$ cat src/rtl/poly_ram_reader.sv
// poly_ram_reader: streams one 256-coefficient polynomial from the 96-bit coefficient RAM as 12-bit coefficients over valid/ready
//   clk, rst (sync, active-low)
//   start, base_addr   : begin a read of WORDS words starting at base_addr (sampled in IDLE only)
//   ram_raddr          : registered RAM read address; ram_rdata is valid one cycle after it
//   coef_valid/ready   : coefficient handshake; coef_data/coef_idx/coef_last describe the current coefficient
//   busy, done         : busy from the cycle after start until the final transfer; done pulses the cycle after
//   POLY_READER_REDUCE_EN : when defined, coef_data is conditionally reduced modulo 3329
module poly_ram_reader #(
  parameter int WORD_W = 96,
  parameter int COEF_W = 12,
  parameter int ADDR_W = 8,
  parameter int WORDS  = 32
) (
  input  logic              clk,
  input  logic              rst,
  input  logic              start,
  input  logic [ADDR_W-1:0] base_addr,
  output logic [ADDR_W-1:0] ram_raddr,
  input  logic [WORD_W-1:0] ram_rdata,
  output logic              coef_valid,
  input  logic              coef_ready,
  output logic [COEF_W-1:0] coef_data,
  output logic [7:0]        coef_idx,
  output logic              coef_last,
  output logic              busy,
  output logic              done
);
  localparam int KPW = WORD_W / COEF_W;
  localparam int KW  = $clog2(KPW);
  localparam int WCW = $clog2(WORDS);
  localparam int IW  = $clog2(WORDS + 1);
  localparam logic [IW-1:0]  WORDS_C = IW'(WORDS);
  localparam logic [WCW-1:0] WLAST   = WCW'(WORDS - 1);
  localparam logic [KW-1:0]  KLAST   = KW'(KPW - 1);
  typedef enum logic [1:0] {IDLE, FETCH, STREAM} state_t;
  state_t            state;
  logic [WORD_W-1:0] word_q, pre_q;
  logic              pre_full, req, ret;
  logic [IW-1:0]     issued;
  logic [KW-1:0]     k;
  logic [WCW-1:0]    wcnt;
  logic              fire, k_end, issue;
  logic [COEF_W-1:0] raw;
  // req: an address is on ram_raddr this cycle; ret: its data is on ram_rdata this cycle
  assign fire  = coef_valid && coef_ready;
  assign k_end = fire && k == KLAST;
  assign issue = state == STREAM && !pre_full && !req && !ret && issued < WORDS_C;
  assign raw   = word_q[k*COEF_W +: COEF_W];
  assign coef_idx  = 8'({wcnt, k});
  assign coef_last = coef_valid && k == KLAST && wcnt == WLAST;
`ifdef POLY_READER_REDUCE_EN
  localparam logic [COEF_W-1:0] Q = COEF_W'(3329);
  assign coef_data = raw >= Q ? raw - Q : raw;
`else
  assign coef_data = raw;
`endif
  always_ff @(posedge clk) begin
    if (!rst) begin
      state      <= IDLE;
      ram_raddr  <= '0;
      word_q     <= '0;
      pre_q      <= '0;
      pre_full   <= 1'b0;
      req        <= 1'b0;
      ret        <= 1'b0;
      issued     <= '0;
      k          <= '0;
      wcnt       <= '0;
      coef_valid <= 1'b0;
      busy       <= 1'b0;
      done       <= 1'b0;
    end else begin
      done <= 1'b0;
      req  <= 1'b0;
      ret  <= req;
      case (state)
        IDLE: if (start) begin
          ram_raddr <= base_addr;
          req       <= 1'b1;
          issued    <= IW'(1);
          pre_full  <= 1'b0;
          k         <= '0;
          wcnt      <= '0;
          busy      <= 1'b1;
          state     <= FETCH;
        end
        // the second word is requested right behind the first so that
        // the prefetch register is loaded by the first coefficient cycle
        FETCH: begin
          ram_raddr <= ram_raddr + ADDR_W'(1);
          req       <= 1'b1;
          issued    <= IW'(2);
          state     <= STREAM;
        end
        STREAM: begin
          if (issue) begin
            ram_raddr <= ram_raddr + ADDR_W'(1);
            req       <= 1'b1;
            issued    <= issued + IW'(1);
          end
          if (fire) begin
            k <= k + KW'(1);
            if (k == KLAST) wcnt <= wcnt + WCW'(1);
          end
          // returning data fills an empty word register directly, feeds a word
          // boundary in the same cycle, or otherwise parks in the prefetch register
          if (!coef_valid) begin
            if (ret) begin
              word_q     <= ram_rdata;
              coef_valid <= 1'b1;
            end
          end else if (k_end) begin
            if (pre_full) begin
              word_q   <= pre_q;
              pre_full <= 1'b0;
            end else if (ret) begin
              word_q <= ram_rdata;
            end else begin
              coef_valid <= 1'b0;
            end
          end else if (ret) begin
            pre_q    <= ram_rdata;
            pre_full <= 1'b1;
          end
          if (k_end && wcnt == WLAST) begin
            coef_valid <= 1'b0;
            busy       <= 1'b0;
            done       <= 1'b1;
            state      <= IDLE;
          end
        end
        default: state <= IDLE;
      endcase
    end
  end
endmodule

$ cat config.mk
export PLATFORM = sky130hd
export DESIGN_NAME = poly_ram_reader
export DESIGN_NICKNAME = d
export VERILOG_FILES = /design/src/rtl/poly_ram_reader.sv
export SDC_FILE = /design/constraint.sdc
export NUM_CORES = 1
export LEC_CHECK = 0
export ABC_AREA = 1
export CORE_UTILIZATION = 60
export CTS_CLUSTER_DIAMETER = 100
export DETAILED_ROUTE_END_ITERATION = 10
export MAX_ROUTING_LAYER = met4
export PLACE_DENSITY = 0.88
export SLEW_MARGIN = 20
export SYNTH_ARGS = -nofsm -noshare
export SYNTH_HDL_FRONTEND = slang
export SYNTH_SLANG_ARGS = --single-unit
$ cat constraint.sdc
create_clock -name clk -period 4.85 [get_ports clk]
set_clock_uncertainty 0.2 [all_clocks]
set_input_delay 1.455 -clock clk [delete_from_list [all_inputs] [get_ports clk]]
set_output_delay 1.455 -clock clk [all_outputs]
set_load 0.005 [all_outputs]
### Word level (Yosys, flattened, before mapping)

Cells that the tools add are included.

* $add $sub $neg: 4
* multiply operators: 1
* order comparisons: 1
* equal/unequal tests: 12
* shift-type cells: 1
* mux-type cells: 37
* bitwise operators: 1
* reduce and logical (&&, ||, !) cells: 24

Operators by type and width (number)
* $mux W96: 4
* $shiftx A96 B8 Y12: 1
* $pmux W8 S3: 1
* $pmux W6 S3: 1
* $mux W8: 2
* $mux W5: 3
* $mux W1: 14
* $mux W6: 2
* $reduce_and A4 Y1: 3
* $pmux W5 S2: 1
* $logic_and A1 B1 Y1: 9
* $reduce_and A3 Y1: 3
* $add A8 B1 Y8 const B: 1
* $ne A2 B2 Y1 const B: 4
* $add A6 B1 Y6 const B: 1
* $lt A6 B6 Y1 const B: 1
* $mux W3: 2
* $ne A2 B1 Y1 const B: 3
* $pmux W2 S3: 1
* $pmux W3 S2: 1
* $reduce_and A2 Y1: 3
* $add A5 B1 Y5 const B: 1
* $eq A5 B5 Y1 const B: 1
* $mul A3 B2 Y5 const B: 1
* other kinds (13): 17

* register bits: 222
* output and inout bits: 32
* word-level logic and storage cells: 94

### Longest topological paths before layout

Gate-level depths: netlist of the first run.

* depth in word-level cells: 7
* depth in mapped cells: 12
* gate-level depth less buffers: 11

### Least setup slack after synthesis of the first run

OpenSTA, ideal clock, no wires.

* path type: register -> output
* start: reg k[1]
* end: out coef_data[10]
* data arrival time: 1.283 ns
* data required time: 3.195 ns
* slack: 1.912 ns
* stages on the path, launching flop included: 8
* cells stage by stage: dfxtp_1 clkbuf_1 inv_1 buf_1 a21oi_1 o21ai_0 nand3_1 o21a_1

* word-level cells in the longest chain between the ends: 2

RTL lines
* start: declaration: line 40 `logic [KW-1:0] k;`
* start signal: assignment: line 102 `k <= k + KW'(1);`
* $mul A3 B2 Y5: line 48 `assign raw = word_q[k*COEF_W +: COEF_W];`
* $shiftx A96 B8 Y12: line 48
* end: declaration: line 22 `output logic [COEF_W-1:0] coef_data,`

No other way between the ends.

### Final worst setup path of the first run

* start: reg k[2]
* end: out coef_last

* word-level cells in the longest chain between the ends: 3

RTL lines
* $eq A3 B3 Y1: line 50 `assign coef_last = coef_valid && k == KLAST && wcnt == WLAST;`
* $logic_and A1 B1 Y1 (2 in series): line 50
* end: declaration: line 24 `output logic coef_last,`

No other way between the ends.

==> impl_metrics.toml, run 1 <==
[synthesis]
synth_cells = 1651
synth_area_sq_mm = 0.0110
synth_common_cells = "345 x a21oi_1, 283 x o21ai_0, 265 x nand2_1"
yosys_warnings = 0
ys_ff_latch = 222
synth_area_leader_cell = "dfxtp_1"
synth_edf_count = 0
synth_cell_types = 29
syn_area_per_cell_sq_um = 6.65
yosys-top-cells-area = "dfxtp_1 40%, a21oi_1 16%, o21ai_0 13%"
synth_top_area_share_pct = 40.5
synthesis.nets = 1769
ys.flop_type = "dfxtp_1"
synth.most_common_cell = "a21oi_1"
synthArstFlopShare_pct = 0
yosysSeqAreaShare_pct = 40.5

[route]
detailroute.via_count = 11300
routed_via_density = 5.80
wire_per_inst_microns = 15.6
wl_microns = 30300
ant_nets = 0
dr.pass1.iters = 6
drt_first_iter_violations = 1441
drc = 0

[setup_path]
required_ns = 3.19
crit_fanout = 27
crit-reg2reg-launch = "k[2]"
ff2ff_setup_slack_ns = 1.60
start_kind = "register"
r2r_end = "pre_q[84]"
arrival_ns = 2.54
critPathKind = "register to output pin"
cp-end-kind = "output pin"
rr_worst_depth = 9

[grt]
grtUsageTotal_pct = 32.7
grt_first_pass_wirelength_microns = 48000
overflow = 0
grt_max_degree = 193
antenna_found_initial = 1
first_global_vias = 10000

[floorplan]
start_util_pct = 61.1
core_sq_mm = 0.0180
die_h_microns = 137
dieArea_sq_mm = 0.0189
fp.dieW_microns = 137
rows = 49
io_pins = 140

[placement]
port_buffers = 139
preCtsSetupSlack_ns = 1.02
gp_congestion = 0.995
dp_cells = 1903
hpwlAfterDp_microns = 19300

[pwr]
vdd_drop_max_v = 0.000295
p_per_area_mw_per_mm2 = 418
total_power_mw = 5.44
p_leak_nw = 4.80

[clocking]
cts_tree = "yes"
clk_latency_ns = 0.51
cts_setup_buffers = 0
htree_levels = 1
post_cts_resized = 0
clk_path_buf_depth = 3
ctsHoldBuffers = 0
cts.reportedPaths.clkPinSlew_ns = 0.06
cts_sinks = 222
cts_root_buf = "clkbuf_16"
cts_inserted_buffers = 24

[sta]
slew_headroom_pct = 34.7
fin_crit_sh_pct = 86.5
holdWs_ns = 0.219
hold_viol_final = 0
worst_pin_slew_ns = 0.978
drv_slew = 0
layout_setup_ws_ns = 0.657
max_freq_mhz = 239
rsz0062_at_grt = "false"
layout_min_cycle_time_ns = 4.19
setup_tns_ns = 0
finalSetupViolCount = 0

[layout]
layoutNonFillerInstCount = 1943
nFillCells = 1439
syn2layout_area_growth_pct = 18.3
layout.nets = 1818
layout-drive-gt1-share_pct = 3.27

[status]
status = "finished, final reports clean"

[run]
cap_viol_max_count = 0

[min_path]
hp-start = "req"
hp-class = "register to register"
hold-path-cell-count = 2
holdPathEnd = "ret"
-- cells in the final DEF (no fill, tap or decap), types with 3 or more instances in the layout --
| cell | Yosys | final |
|---|---|---|
| a21oi_1 | 345 | 345 |
| o21ai_0 | 283 | 283 |
| nand2_1 | 265 | 264 |
| dfxtp_1 | 222 | 221 |
| inv_1 | 170 | 170 |
| clkdlybuf4s50_1 | 0 | 138 |
| nor2_1 | 136 | 136 |
| o21ai_1 | 27 | 27 |
| nand3_1 | 25 | 25 |
| clkbuf_16 | 0 | 25 |
| o21a_1 | 12 | 12 |
| ha_1 | 10 | 10 |
| buf_4 | 14 | 10 |
| clkbuf_8 | 0 | 7 |
| mux2i_1 | 6 | 6 |
| clkbuf_1 | 72 | 5 |
| nor3_1 | 4 | 4 |
| buf_12 | 0 | 3 |
-- worst max-delay path by stage --
stage	start	to	cells past startpoint
CTS	k[0]	coef_data[6]	7
detailed placement	coef_ready	pre_q[84]	9
finish	k[2]	coef_last	3
global placement	coef_ready	pre_q[0]	9
floorplan	k[1]	coef_data[10]	7
global route	k[0]	coef_data[1]	7
-- layout make-up --
class	count	area [sq um]	area share [%]
repair buffers	151	1520	11.7
flip-flops and latches	222	4450	34.2
clock buffers	37	741	5.70
diodes	1	2.50	0.0193
well taps	229	287	2.21
inverters	173	649	5.00
multi-input cells	1128	5340	41.1
clock inverters	2	13.8	0.106
-- stage by stage --
stage	cell area, sq um	utilization (%)
global route	13000	72.3
detailed placement	12200	68.1
global placement	12200	68.1
CTS	13000	72.3
finish	13000	72.3
floorplan	11000	-
-- flip-flops by register name, summed over array words and instances (netlist names) --
name / count
ram_raddr: 8
coef_valid: 1
state: 2
wcnt: 5
pre_full: 1
ret: 1
busy: 1
req: 1
pre_q: 96
done: 1
issued: 6
word_q: 96
k: 3
-- worst max-delay path, stage by stage, from the launching register on --
cell	delay (ns)
dfxtp_1	0.94
ha_1	0.38
and3_1	0.21
clkdlybuf4s50_1	0.51
-- cells by family after synthesis --
logic type               share of synthesized area (%)
AO/OA/AOI/OAI                                     31.1
AND/OR/NAND/NOR                                   15.6
buffers and inverters                             11.2
flip-flops                                        40.5
adder cells (fa/ha/maj)                           1.14
multiplexers                                     0.547
-- metal layers --
layer	global-route usage, %	vias to the layer above	share of wire, %
li1	-	5538	-
met1	39.8	5122	40
met2	51.9	515	46
met3	8.17	85	11
met4	13.1	0	3.6
met5	-	-	0
-- power by group --
group / total (mW) / internal (mW) / switching [mW]
Clock: 1.76 / 1.04 / 0.722
Combinational: 1.44 / 0.583 / 0.860
Sequential: 2.23 / 2.04 / 0.187
Total: 5.44 / 3.67 / 1.77
Note: power is estimated with default switching activity, not from simulation.
==> inputs of run 2 (changes only) <==
Settings changed: CORE_UTILIZATION 60 to 51, PLACE_DENSITY 0.88 to 0.79.
Clock period 4.85 ns to 3.6 ns, I/O delays scaled along.
==> impl_metrics.toml, run 2 (synthesis results as in run 1) <==
[pwr]
switchingPower_mw = 2.44
combinationalPowerShare_pct = 27.1
vdd_drop_max_v = 0.000366
pwr-share-seq_pct = 40.0
power.internal_mw = 5.08
p_per_area_mw_per_mm2 = 563
p_leak_nw = 4.98
clkPwrFrac_pct = 33.0
sw_frac_of_total_pct = 32.4

[route]
drc = 0
drt_first_iter_violations = 973
wire_per_inst_microns = 15.4
ant_nets = 0
detailroute.via_count = 11000
dr.pass1.iters = 5
routed_via_density = 5.50
wl_microns = 30900

[layout]
final_common_cell = "a21oi_1"
nFillCells = 1908
syn2layout_area_growth_pct = 21.5
top_regs = "pre_q (96), word_q (96), ram_raddr (8)"
final_cell_mix = "344 x a21oi_1, 281 x o21ai_0, 264 x nand2_1"
layout.nets = 1834
layout-drive-gt1-share_pct = 4.27

[placement]
hpwlAfterDp_microns = 20000
gp_congestion = 0.929
port_buffers = 139
preCtsSetupSlack_ns = 0.433

[sta]
finalSetupViolCount = 0
hold_viol_final = 0
fin_crit_sh_pct = 99.7
layout_setup_ws_ns = 0.0110
max_freq_mhz = 279
layout_min_cycle_time_ns = 3.59
slew_headroom_pct = 36.3
worst_pin_slew_ns = 0.956
drv_slew = 0
setup_tns_ns = 0

[clocking]
cts_root_buf = "clkbuf_16"
cts_sinks = 222
cts_tree = "yes"
htree_levels = 1
cts_inserted_buffers = 24
cts.reportedPaths.clkPinSlew_ns = 0.06
clk_path_buf_depth = 3
clk_latency_ns = 0.52

[grt]
antenna_found_initial = 1
first_global_vias = 9531
overflow = 0
grt_max_degree = 101
grt_first_pass_wirelength_microns = 48300
grtUsageTotal_pct = 27.7

[setup_path]
worst-path-buf-inv = 2
max_stage_delay_ns = 0.49
start_kind = "register"
critPathKind = "register to output pin"
crit_path_top_delay_cell = "o21ai_0"
crit-reg2reg-launch = "k[0]"
path_delay_family = "compound AO/OA/AOI/OAI gates"
setup.worst_path.start = "k[0]"
required_ns = 2.32
crit_fanout = 17
path_cells = "buf_4 -> o21ai_0 -> nand2_1 -> o21a_1 -> clkdlybuf4s50_1"
arrival_ns = 2.31
cp-end-kind = "output pin"

[floorplan]
fp.dieW_microns = 149
io_pins = 140
dieArea_sq_mm = 0.0221
start_util_pct = 52.1
die_h_microns = 149
rows = 53
core_sq_mm = 0.0211

[min_path]
hp-class = "register to register"
hp-start = "req"

[status]
status = "finished, final reports clean"

[run]
cap_viol_max_count = 0
## run 2: cell types whose count changed in the layout (fill, tap and decap cells not counted), sizes merged
cell and delta:
buf +15, dlymetal6s2s +3, clkinv +1, inv -2
clkinvlp +2, bufinv +2, clkdlybuf4s50 -3
## run 2: final cells by class
| class | instances | area (sq um) | share of cell area (%) |
|---|---|---|---|
| timing repair inverter | 1 | 7.51 | 0.0563 |
| tap | 275 | 344 | 2.58 |
| timing repair buffer | 166 | 1760 | 13.2 |
| antenna | 1 | 2.50 | 0.0188 |
| inverter | 173 | 653 | 4.89 |
| clock buffer | 37 | 711 | 5.33 |
| multi-input combinational | 1128 | 5340 | 40.0 |
| clock inverter | 4 | 70.1 | 0.525 |
| sequential | 222 | 4450 | 33.4 |
## run 2: final timing paths
kind / cells past startpoint / end / slack (ns)
worst max-delay path: 5 / coef_data[5] / 0.01
worst min-delay path: 2 / ret / 0.22
worst max register to register: 10 / word_q[55] / 0.99
worst min register to register: 2 / ret / 0.22
## run 2: worst register-to-register path, cell delays in order (launching register included)
cell and delay, ns:
dfxtp_1 0.36, buf_6 0.26, ha_1 0.20, ha_1 0.20
inv_1 0.08, nor2_2 0.14, nor2_1 0.09, nor2_4 0.40
buf_12 0.32, o21ai_0 0.14, a21oi_1 0.15
## run 2: timing repair
item | 4_1_cts | 5_1_grt
setup endpoints to repair | 0 | 13
buffers inserted | 0 | 3
resized for setup | 0 | 16
hold buffers | 0 | 0
## run 2: power by group through the flow
stage	Clock, mW	Combinational (mW)	Sequential [mW]
final	2.48	2.03	3.00
after detailed placement	0	1.99	3.04
after global routing	2.60	2.26	3.03
after floorplan	0	1.30	2.95
after global placement	0	1.95	3.03
after CTS	2.50	2.01	2.99
## run 2: per-layer routing
metal  GRT usage [%]  part of all wire, %
met1            37.3                   44
met2            42.4                   45
met3            5.35                  9.5
met4            7.30                  2.1
met5               -                    0
## run 2: through the flow
step                util (%)  hold slack, ns  std cells  instance area (sq um)  power, mW
floorplan                  -           0.207       1651                  11000       4.24
global placement        59.3           0.206       1961                  12500       4.98
detailed placement      59.3           0.209       1961                  12500       5.03
CTS                     63.0           0.222       2002                  13300       7.50
global route            63.3           0.260       2007                  13300       7.89
finish                  63.3           0.224       2007                  13300       7.51
==> inputs of run 3 (changes only) <==
Settings changed: SLEW_MARGIN 20 to 10.
==> results of run 3 <==
No change in the layout: final DEF, timing and power equal those of run 2.
